File: src/rtl/prism_cfg_sequencer.sv
// ============================================================================
// Module   : prism_cfg_sequencer
// Brief    : Bus-facing front end of the PRISM config latch loader. Captures
//            32-bit writes to the LSB/MSB config addresses and emits timed
//            debug_wr / latch_wr strobes while holding cfg_* stable.
//            Optional macro PRISM_CFG_DROP_EN: drop (and flag) writes that
//            arrive while busy instead of stalling the core.
// Revision : 1.0 - initial release
// ============================================================================
`default_nettype none

module prism_cfg_sequencer #(
    parameter int          DEPTH    = 8,
    parameter logic [5:0]  ADDR_LSB = 6'h10,
    parameter logic [5:0]  ADDR_MSB = 6'h14
) (
    input  logic        clk,
    input  logic        rst_n,
    input  logic [5:0]  address,
    input  logic [31:0] data_in,
    input  logic [1:0]  data_write_n,
    output logic        data_ready,
    output logic [5:0]  cfg_address,
    output logic [31:0] cfg_data,
    output logic        debug_wr,
    output logic        latch_wr,
    output logic        busy,
    output logic        wr_dropped
);

    localparam int                 c_CNT_W    = $clog2(2 * DEPTH + 1);
    localparam logic [c_CNT_W-1:0] c_LOAD_CNT = c_CNT_W'(2 * DEPTH);
    localparam logic [5:0]         c_NEUTRAL  = 6'h3F;

    typedef enum logic [1:0] {
        S_IDLE   = 2'd0,
        S_SETUP  = 2'd1,
        S_STROBE = 2'd2,
        S_LOAD   = 2'd3
    } state_t;

    state_t             r_state;
    logic [c_CNT_W-1:0] r_cnt;
    logic [5:0]         r_cfg_address;
    logic [31:0]        r_cfg_data;
    logic               r_debug_wr;
    logic               r_latch_wr;
    logic               w_cfg_write;
    logic               w_idle;

    assign w_cfg_write = (data_write_n == 2'b10) &&
                         ((address == ADDR_LSB) || (address == ADDR_MSB));
    assign w_idle      = (r_state == S_IDLE);

    always_ff @(posedge clk or negedge rst_n) begin
        if (!rst_n) begin
            r_state       <= S_IDLE;
            r_cnt         <= '0;
            r_cfg_address <= c_NEUTRAL;
            r_cfg_data    <= '0;
            r_debug_wr    <= 1'b0;
            r_latch_wr    <= 1'b0;
        end else begin
            case (r_state)
                S_IDLE: begin
                    if (w_cfg_write) begin
                        r_cfg_data    <= data_in;
                        r_cfg_address <= address;
                        r_state       <= S_SETUP;
                    end
                end
                S_SETUP: begin
                    // Both sequences raise latch_wr in the strobe cycle; only LSB also pulses debug_wr.
                    r_latch_wr <= 1'b1;
                    r_debug_wr <= (r_cfg_address == ADDR_LSB);
                    r_state    <= S_STROBE;
                end
                S_STROBE: begin
                    r_debug_wr <= 1'b0;
                    if (r_cfg_address == ADDR_LSB) begin
                        r_cnt   <= c_LOAD_CNT;
                        r_state <= S_LOAD;
                    end else begin
                        r_latch_wr    <= 1'b0;
                        r_cfg_address <= c_NEUTRAL;
                        r_state       <= S_IDLE;
                    end
                end
                S_LOAD: begin
                    if (r_cnt == '0) begin
                        r_latch_wr    <= 1'b0;
                        r_cfg_address <= c_NEUTRAL;
                        r_state       <= S_IDLE;
                    end else begin
                        r_cnt <= r_cnt - c_CNT_W'(1);
                    end
                end
                default: begin
                    r_state <= S_IDLE;
                end
            endcase
        end
    end

`ifdef PRISM_CFG_DROP_EN
    logic r_wr_dropped;

    always_ff @(posedge clk or negedge rst_n) begin
        if (!rst_n) begin
            r_wr_dropped <= 1'b0;
        end else if (w_cfg_write) begin
            r_wr_dropped <= !w_idle;
        end
    end

    assign data_ready = 1'b1;
    assign wr_dropped = r_wr_dropped;
`else
    // The core holds a stalled write on the bus until the first idle cycle.
    assign data_ready = w_idle || !w_cfg_write;
    assign wr_dropped = 1'b0;
`endif

    assign busy        = !w_idle;
    assign cfg_address = r_cfg_address;
    assign cfg_data    = r_cfg_data;
    assign debug_wr    = r_debug_wr;
    assign latch_wr    = r_latch_wr;

endmodule

`default_nettype wire

File: config.mk
export PLATFORM = sky130hd
export DESIGN_NAME = prism_cfg_sequencer
export DESIGN_NICKNAME = d
export VERILOG_FILES = /design/src/rtl/prism_cfg_sequencer.sv
export SDC_FILE = /design/constraint.sdc
export NUM_CORES = 1
export LEC_CHECK = 0
export BUFFER_PORTS_ARGS = -buffer_cell sky130_fd_sc_hd__buf_2
export CAP_MARGIN = 20
export CORE_ASPECT_RATIO = 1.25
export CORE_MARGIN = 5
export CORE_UTILIZATION = 45
export CTS_BUF_LIST = sky130_fd_sc_hd__clkbuf_16
export DETAILED_ROUTE_END_ITERATION = 8
export PLACE_DENSITY = 0.75
export SLEW_MARGIN = 20
export SYNTH_ARGS = -nofsm -noshare
export SYNTH_HDL_FRONTEND = slang
export SYNTH_SLANG_ARGS = --single-unit
File: constraint.sdc
create_clock -name clk -period 4.5 [get_ports clk]
set_clock_uncertainty 0.15 [all_clocks]
set_input_delay 0.225 -clock clk [delete_from_list [all_inputs] [get_ports clk]]
set_output_delay 0.225 -clock clk [all_outputs]
set_load 0.05 [all_outputs]
Word level (Yosys, flattened, before mapping):

Cells that the tools add are included.

* flip-flop bits (word level): 47
* input bits: 42
* output and inout port bits: 43

* $add $sub $neg: 1
* equal/unequal tests: 12
* muxes and demuxes: 15
* reductions and logical operators: 16

Operators by type and width (count)
* $eq A6 B5 Y1 const B: 3
* $mux W6: 3
* $pmux W6 S3: 1
* $mux W5: 2
* $ne A2 B2 Y1 const B: 5
* $pmux W5 S2: 1
* $pmux W2 S4: 1
* $eq A2 B2 Y1 const B: 3
* $mux W2: 3
* $reduce_and A3 Y1: 2
* $reduce_bool A3 Y1: 2
* $logic_not A5 Y1: 1
* $sub A5 B1 Y5 const B: 1
* $reduce_and A2 Y1: 2
* $reduce_and A4 Y1: 1
* $reduce_bool A2 Y1: 2
* $pmux W1 S3: 1
* $eq A2 B1 Y1 const B: 1
* $logic_not A1 Y1: 2
* $logic_not A2 Y1: 1
* $logic_or A1 B1 Y1: 2
* $mux W1: 2
* $pmux W1 S2: 1
* $logic_and A1 B1 Y1: 1

Depth between registers and ports, before layout:

Gate-level depths: netlist of run 1.

* depth after elaboration: 5
* gate-level depth with buffers: 8

Worst setup path after synthesis of run 1:

Ideal clock, no wire load.

* path type: reg-to-output
* start point: reg r_state[1]
* end point: out data_ready
* arrival: 1.809 ns
* setup slack: 2.316 ns
* cell stages (with the launch flop): 6
* buffers on the path: 1
* cell sequence: dfrtp_1 inv_1 ha_1 clkbuf_1 inv_1 nand4_1

* cells in the longest elaborated chain, start to end: 2

RTL lines
* start, declared: line 42 `state_t r_state;`
* start signal, assigned: line 57 `r_state <= S_IDLE;`
* start signal, assigned: line 69 `r_state <= S_SETUP;`
* start signal, assigned: line 76 `r_state <= S_STROBE;`
* $logic_not A2 Y1: line 53 `assign w_idle = (r_state == S_IDLE);`
* $logic_or A1 B1 Y1: line 120 `assign data_ready = w_idle || !w_cfg_write;`
* end, declared: line 22 `output logic data_ready,`

No other way between the ends.

Final worst setup path of run 1:

* start point: reg r_cnt[0]
* end point: reg r_cfg_address[1] (netlist: cfg_address[1])

* cells in the longest elaborated chain, start to end: 3

RTL lines
* start, declared: line 43 `logic [c_CNT_W-1:0] r_cnt;`
* start signal, assigned: line 81 `r_cnt <= c_LOAD_CNT;`
* start signal, assigned: line 95 `r_cnt <= r_cnt - c_CNT_W'(1);`
* $logic_not A5 Y1: line 90 `if (r_cnt == '0) begin`
* $ne A2 B2 Y1 (no line)
* $reduce_and A4 Y1 (no line)
* end signal, assigned: line 68 `r_cfg_address <= address;`
* end signal, assigned: line 85 `r_cfg_address <= c_NEUTRAL;`
* end signal, assigned: line 92 `r_cfg_address <= c_NEUTRAL;`
* end, declared: line 44 `logic [5:0] r_cfg_address;`

No other way between the ends.
A chain may end at the register's enable or synchronous reset.

==> results of run 1 <==
[final cells by class]
| class | count | area, um^2 |
|---|---|---|
| multi-input cells | 91 | 794.5 |
| fillers | 386 | 1779 |
| flip-flops and latches | 47 | 1184 |
| well taps | 58 | 72.57 |
| inverters | 14 | 52.55 |
| clock buffers | 5 | 125.1 |
| repair buffers | 85 | 435.4 |
| clock inverters | 3 | 16.27 |
[stage by stage]
stage | power (mW) | hold slack [ps] | util [%]
final | 1.757 | 7.028 | 60.10
after detailed placement | 1.417 | 299.1 | 56.65
after CTS | 1.779 | 1.302 | 59.82
after global placement | 1.399 | 295.0 | 56.65
after global routing | 1.868 | 9.100 | 60.10
after floorplan | 1.253 | -220.6 | -
[cell usage in the layout (no fill, tap or decap), types with 2 or more instances in the layout]
master,Yosys,final
a21oi_1,3,3
a22oi_1,2,2
buf_2,1,82
buf_4,1,2
clkbuf_16,0,5
dfrtp_1,41,41
dfstp_2,6,6
ha_1,4,4
inv_1,14,15
mux2_1,4,4
mux2_2,28,28
mux2i_1,7,7
nand2_1,3,3
nand4_1,2,2
nor2_1,9,9
o21ai_0,2,2
o31ai_1,5,5
or4_1,2,2
[what timing repair did]
action | CTS | global route
gates resized for setup | 0 | 0
hold buffers | 0 | 1
endpoints found under the hold margin | 0 | 41
[state kept, by name, indices dropped and copies added (netlist names)]
signal	count
latch_wr	1
r_cnt	5
debug_wr	1
cfg_address	6
cfg_data	32
r_state	2
[power by group through the flow]
stage / Sequential [mW] / Clock [mW] / Combinational (mW)
2_1_floorplan: 0.899 / 0 / 0.355
3_3_place_gp: 0.628 / 0 / 0.772
3_5_place_dp: 0.633 / 0 / 0.784
4_1_cts: 0.627 / 0.366 / 0.785
5_1_grt: 0.645 / 0.383 / 0.839
6_report: 0.626 / 0.354 / 0.777
[kinds of logic (layout without fill, tap and decap cells)]
group	after synthesis	in the layout	share of synthesized area, %
buffers and inverters	23	107	5.102
other	1	1	0.1799
DFF	47	47	56.78
AOI/OAI and AO/OA	22	22	8.104
muxes	39	39	20.65
and+or+nand+nor	25	25	6.783
adders and majority gates	4	4	2.401
[worst min path at each step]
stage,start,end,slack (ps),depth (start not counted)
6_report,data_in[8],cfg_data[8],7,2
5_1_grt,data_in[8],cfg_data[8],9,2
4_1_cts,data_in[8],cfg_data[8],1,2
3_5_place_dp,data_in[8],cfg_data[8],300,2
3_3_place_gp,data_in[8],cfg_data[8],290,2
2_1_floorplan,rst_n,cfg_data[0],-220,0
[layer usage]
| layer | GRT usage (%) | vias up | share of wire (%) |
|---|---|---|---|
| li1 | - | 736 | - |
| met1 | 18.36 | 721 | 40 |
| met2 | 24.98 | 65 | 48 |
| met3 | 7.386 | 7 | 11 |
| met4 | 5.299 | 0 | 1.4 |
| met5 | 0 | - | 0 |
[worst max-delay path: stages (launching register included)]
cell      delay, ps
dfrtp_1         400
inv_1            60
ha_1            150
or4b_4          490
and2_4          200
a2111o_1        500
mux2i_1         240
==> flow_summary.yaml, run 1 <==
die:
  pin_count: 85
  row_count: 27
  core_area_um2: 4459
  chipWidth_um: 70.88
  dieArea_um2: 6102
  die_h_um: 86.10
  initial_utilization_pct: 46.75
global_route:
  grt.total_usage_pct: 15.59
  grt_first_pass_wirelength_um: 7583
  grt_overflow: 0
  antenna_found_initial: 0
  grt_pass1_vias: 1664
  grt_start_max_net_pins: 48
synthesis:
  synth_most_common_cell: "dfrtp_1"
  synth-edff-count: 0
  synth_area_um2: 2084
  postSynth.asyncResetShare_pct: 100.0
  synthTopCellsByCount: "dfrtp_1 (41), mux2_2 (28), inv_1 (14)"
  syn-num-nets: 207
  synthCells: 161
  yosys-top-cells-area: "dfrtp_1 (49%), mux2_2 (15%), dfstp_2 (7.6%), mux2i_1 (3.4%), inv_1 (2.5%)"
  avgSynthCellArea_um2: 12.95
  synth_top_cell_by_area: "dfrtp_1"
  synth-main-ff-cell: "dfrtp_1"
  synth_warnings: 0
  yosysUniqueCellTypes: 39
  synth_top_area_share_pct: 49.22
  ys_seq_area_share_pct: 56.78
  synth-seq-cells: 47
final_layout:
  num-nets-final: 290
  area_growth_pct: 28.57
  final_area_um2: 2680
  drive_gt1_share_pct: 52.24
  finalNonFillerCells: 303
  antenna_cells: 0
setup_path:
  rr_worst_depth: 6
  r2r-end: "cfg_address[1]"
  start_kind: "register"
  reg2reg_slack_ps: 2230
  cp-startpoint: "r_cnt[0]"
  crit_type: "reg2reg"
  endpoint_kind: "register"
  required_ps: 4550
  r2r_start: "r_cnt[0]"
  cp_max_fo: 7
  crit_path_end: "cfg_address[1]"
  critPathArrivalTime_ps: 2330
sta:
  relSlewSlack_pct: 57.64
  setup_violations: 0
  timing.fmax_mhz: 439.6
  period_needed_ps: 2275
  drv_slew: 0
  setup_tns_ps: 0
  final-hold-violation-count: 0
  rsz0062_at_grt: "no"
  layout_setup_ws_ps: 2225
  tightest_slew_ps: 626.5
  period_share_pct: 50.55
pwr:
  intPower_mw: 0.9983
  p_leak_nw: 1.490
  clockPowerShare_pct: 20.1
  power_density_nw_per_um2: 655.7
  seqPwrFrac_pct: 35.6
  p_sw_share_pct: 43.19
  p_switching_mw: 0.7589
  ir_drop_mv: 0.3843
  combPwrFrac_pct: 44.2
clocking:
  clock-sinks: 47
  tritoncts: "done"
  cts_root_buffer: "clkbuf_16"
  clkSlewWorstSetupHoldPaths_ps: 60
  htreeDepth: 2
  cts_buffers: 5
  cts_setup_buffers: 0
  clk_path_buf_depth: 2
  clock_latency_ps: 280
route:
  finalWirelength_um: 4427
  drc: 0
  dr_total_vias: 1529
  drtIter0Drc: 29
  drt-pass1-iter-count: 4
  antenna_left: 0
  avgViaCountPerCell: 5.046
  wire_per_inst_um: 14.61
job:
  cap_violations: 0
placed_design:
  place_ws_ps: 2221
  dp.final_hpwl_um: 3399
  placed_cell_area_um2: 2526
  portBuffers: 83
  dp_cells: 294
  place_congestion: 0.7831
outcome:
  status: "finished, final reports clean"
min_path:
  hold_class: "in2reg"
Power figures use the tool's default switching activity.
==> run 2: changes to the inputs <==
==> constraint.sdc (replaced) <==
create_clock -name clk -period 2.3 [get_ports clk]
set_clock_uncertainty 0.15 [all_clocks]
set_input_delay 0.115 -clock clk [delete_from_list [all_inputs] [get_ports clk]]
set_output_delay 0.115 -clock clk [all_outputs]
set_load 0.05 [all_outputs]
==> run 2 against run 1 <==
Net effect:
- flip-flop and latch count unchanged
- routed wire length up 32%
- first-iteration DRC count increased by 110%
- via count up 15%
- power rose by 120%
- worst hold slack improved by 150 ps
- critical endpoint is now cfg_address[5]
==> flow_summary.yaml, run 2 (synthesized netlist as in run 1, its figures left out) <==
job:
  cap_violations: 0
global_route:
  grt_pass1_vias: 1888
  grt_overflow: 0
  grt_first_pass_wirelength_um: 9232
  antenna_found_initial: 0
  grt_start_max_net_pins: 29
  grt.total_usage_pct: 19.35
pwr:
  p_sw_share_pct: 41.30
  intPower_mw: 2.275
  power_density_nw_per_um2: 1208
  seqPwrFrac_pct: 31.8
  p_switching_mw: 1.600
  p_leak_nw: 1.719
  combPwrFrac_pct: 43.5
  clockPowerShare_pct: 24.7
  ir_drop_mv: 0.6391
route:
  wire_per_inst_um: 16.69
  drtIter0Drc: 60
  dr_total_vias: 1755
  avgViaCountPerCell: 5.014
  drt-pass1-iter-count: 4
  finalWirelength_um: 5842
  antenna_left: 0
  drc: 0
setup_path:
  critPathArrivalTime_ps: 2320
  rr_worst_depth: 6
  start_kind: "register"
  cpMaxStageDelayCell: "a2111o_2"
  r2r-end: "cfg_address[5]"
  crit_type: "reg2reg"
  r2r_start: "r_cnt[1]"
  cp-startpoint: "r_cnt[1]"
  slowest_delay_ps: 520
  critPathTopFamily: "simple AND/OR/NAND/NOR gates"
  crit_path_cell_trace: "inv_1, ha_1, or4b_4, and2_4, a2111o_2, mux2i_2"
  required_ps: 2350
  endpoint_kind: "register"
  cp_max_fo: 6
  cp.buffers_inverters: 1
  reg2reg_slack_ps: 20
placed_design:
  place_congestion: 0.7809
  place_ws_ps: 36.15
  dp.final_hpwl_um: 3531
  placed_cell_area_um2: 2584
  portBuffers: 83
sta:
  period_needed_ps: 2276
  period_share_pct: 98.96
  timing.fmax_mhz: 439.4
  layout_setup_ws_ps: 24.03
  setup_violations: 0
  drv_slew: 0
  final-hold-violation-count: 0
  rsz0062_at_grt: "yes"
  setup_tns_ps: 0
die:
  initial_utilization_pct: 46.75
  dieArea_um2: 6102
  row_count: 27
  pin_count: 85
  chipWidth_um: 70.88
  die_h_um: 86.10
  core_area_um2: 4459
final_layout:
  drive_gt1_share_pct: 48.63
  largest_reg_flops: 32
  final_cell_mix: "buf_2 (83), dfrtp_1 (41), dlygate4sd3_1 (39)"
  area_growth_pct: 53.90
  antenna_cells: 0
  num-fill-cells: 294
  final_common_cell: "buf_2"
  num-nets-final: 337
  final_area_um2: 3208
clocking:
  clk_path_buf_depth: 2
  clock-sinks: 47
  htreeDepth: 2
  cts_buffers: 5
  cts_root_buffer: "clkbuf_16"
  clkSlewWorstSetupHoldPaths_ps: 70
  tritoncts: "done"
  clock_latency_ps: 290
min_path:
  hold_class: "in2async"
outcome:
  status: "finished, final reports clean"
run 2: changes by cell type in the layout (fill, tap and decap cells not counted), sizes merged:
cell and delta:
dlygate4sd3 +38, clkinvlp -1, bufinv +2, clkinv -1, buf +9
run 2: stage by stage:
stage          instances  total power, mW  util, %  hold slack, ps
6_report             350            3.875    71.94           154.9
5_1_grt              350            4.072    71.94           192.2
4_1_cts              349            3.807    71.44           156.2
3_5_place_dp         300            2.769    57.94          -66.79
3_3_place_gp         300            2.732    57.94          -73.68
2_1_floorplan        161            2.452        -          -330.6
run 2: per-layer routing:
| metal | routed length, um | GRT usage (%) | up-vias | share of wire (%) |
|---|---|---|---|---|
| met4 | 91 | 5.128 | 0 | 1.6 |
| met2 | 3056 | 33.67 | 76 | 52 |
| met3 | 541 | 7.151 | 9 | 9.3 |
| met1 | 2152 | 22.37 | 841 | 37 |
| li1 | - | - | 829 | - |
| met5 | 0 | 0 | - | 0 |
run 2: final cells by class:
| class | instances | area (um^2) | area share (%) |
|---|---|---|---|
| flip-flops and latches | 47 | 1184 | 36.90 |
| repair buffers | 132 | 893.4 | 27.85 |
| multi-input cells | 91 | 809.5 | 25.23 |
| clock buffers | 5 | 125.1 | 3.900 |
| well taps | 58 | 72.57 | 2.262 |
| clock inverters | 3 | 71.32 | 2.223 |
| inverters | 14 | 52.55 | 1.638 |
run 2: power by group through the flow:
stage | Combinational, mW | Clock (mW) | Sequential (mW)
after global placement | 1.50 | 0 | 1.23
after global routing | 1.80 | 1.01 | 1.26
after floorplan | 0.694 | 0 | 1.76
final | 1.69 | 0.958 | 1.23
after detailed placement | 1.53 | 0 | 1.23
after CTS | 1.62 | 0.969 | 1.22
run 2: what timing repair did:
item / 4_1_cts / 5_1_grt
gates resized for setup: 0 / 4
pin swaps: 1 / 1
hold endpoints to repair: 56 / 0
endpoints found under the setup margin: 1 / 7
setup buffers: 2 / 1
cloned: 0 / 0
hold buffers: 39 / 0
run 2: worst max-delay path by stage:
stage                           to  cells after the start
floorplan           cfg_address[0]                      8
detailed placement  cfg_address[5]                      6
global route        cfg_address[5]                      6
global placement    cfg_address[3]                      6
finish              cfg_address[5]                      6
CTS                 cfg_address[5]                      6
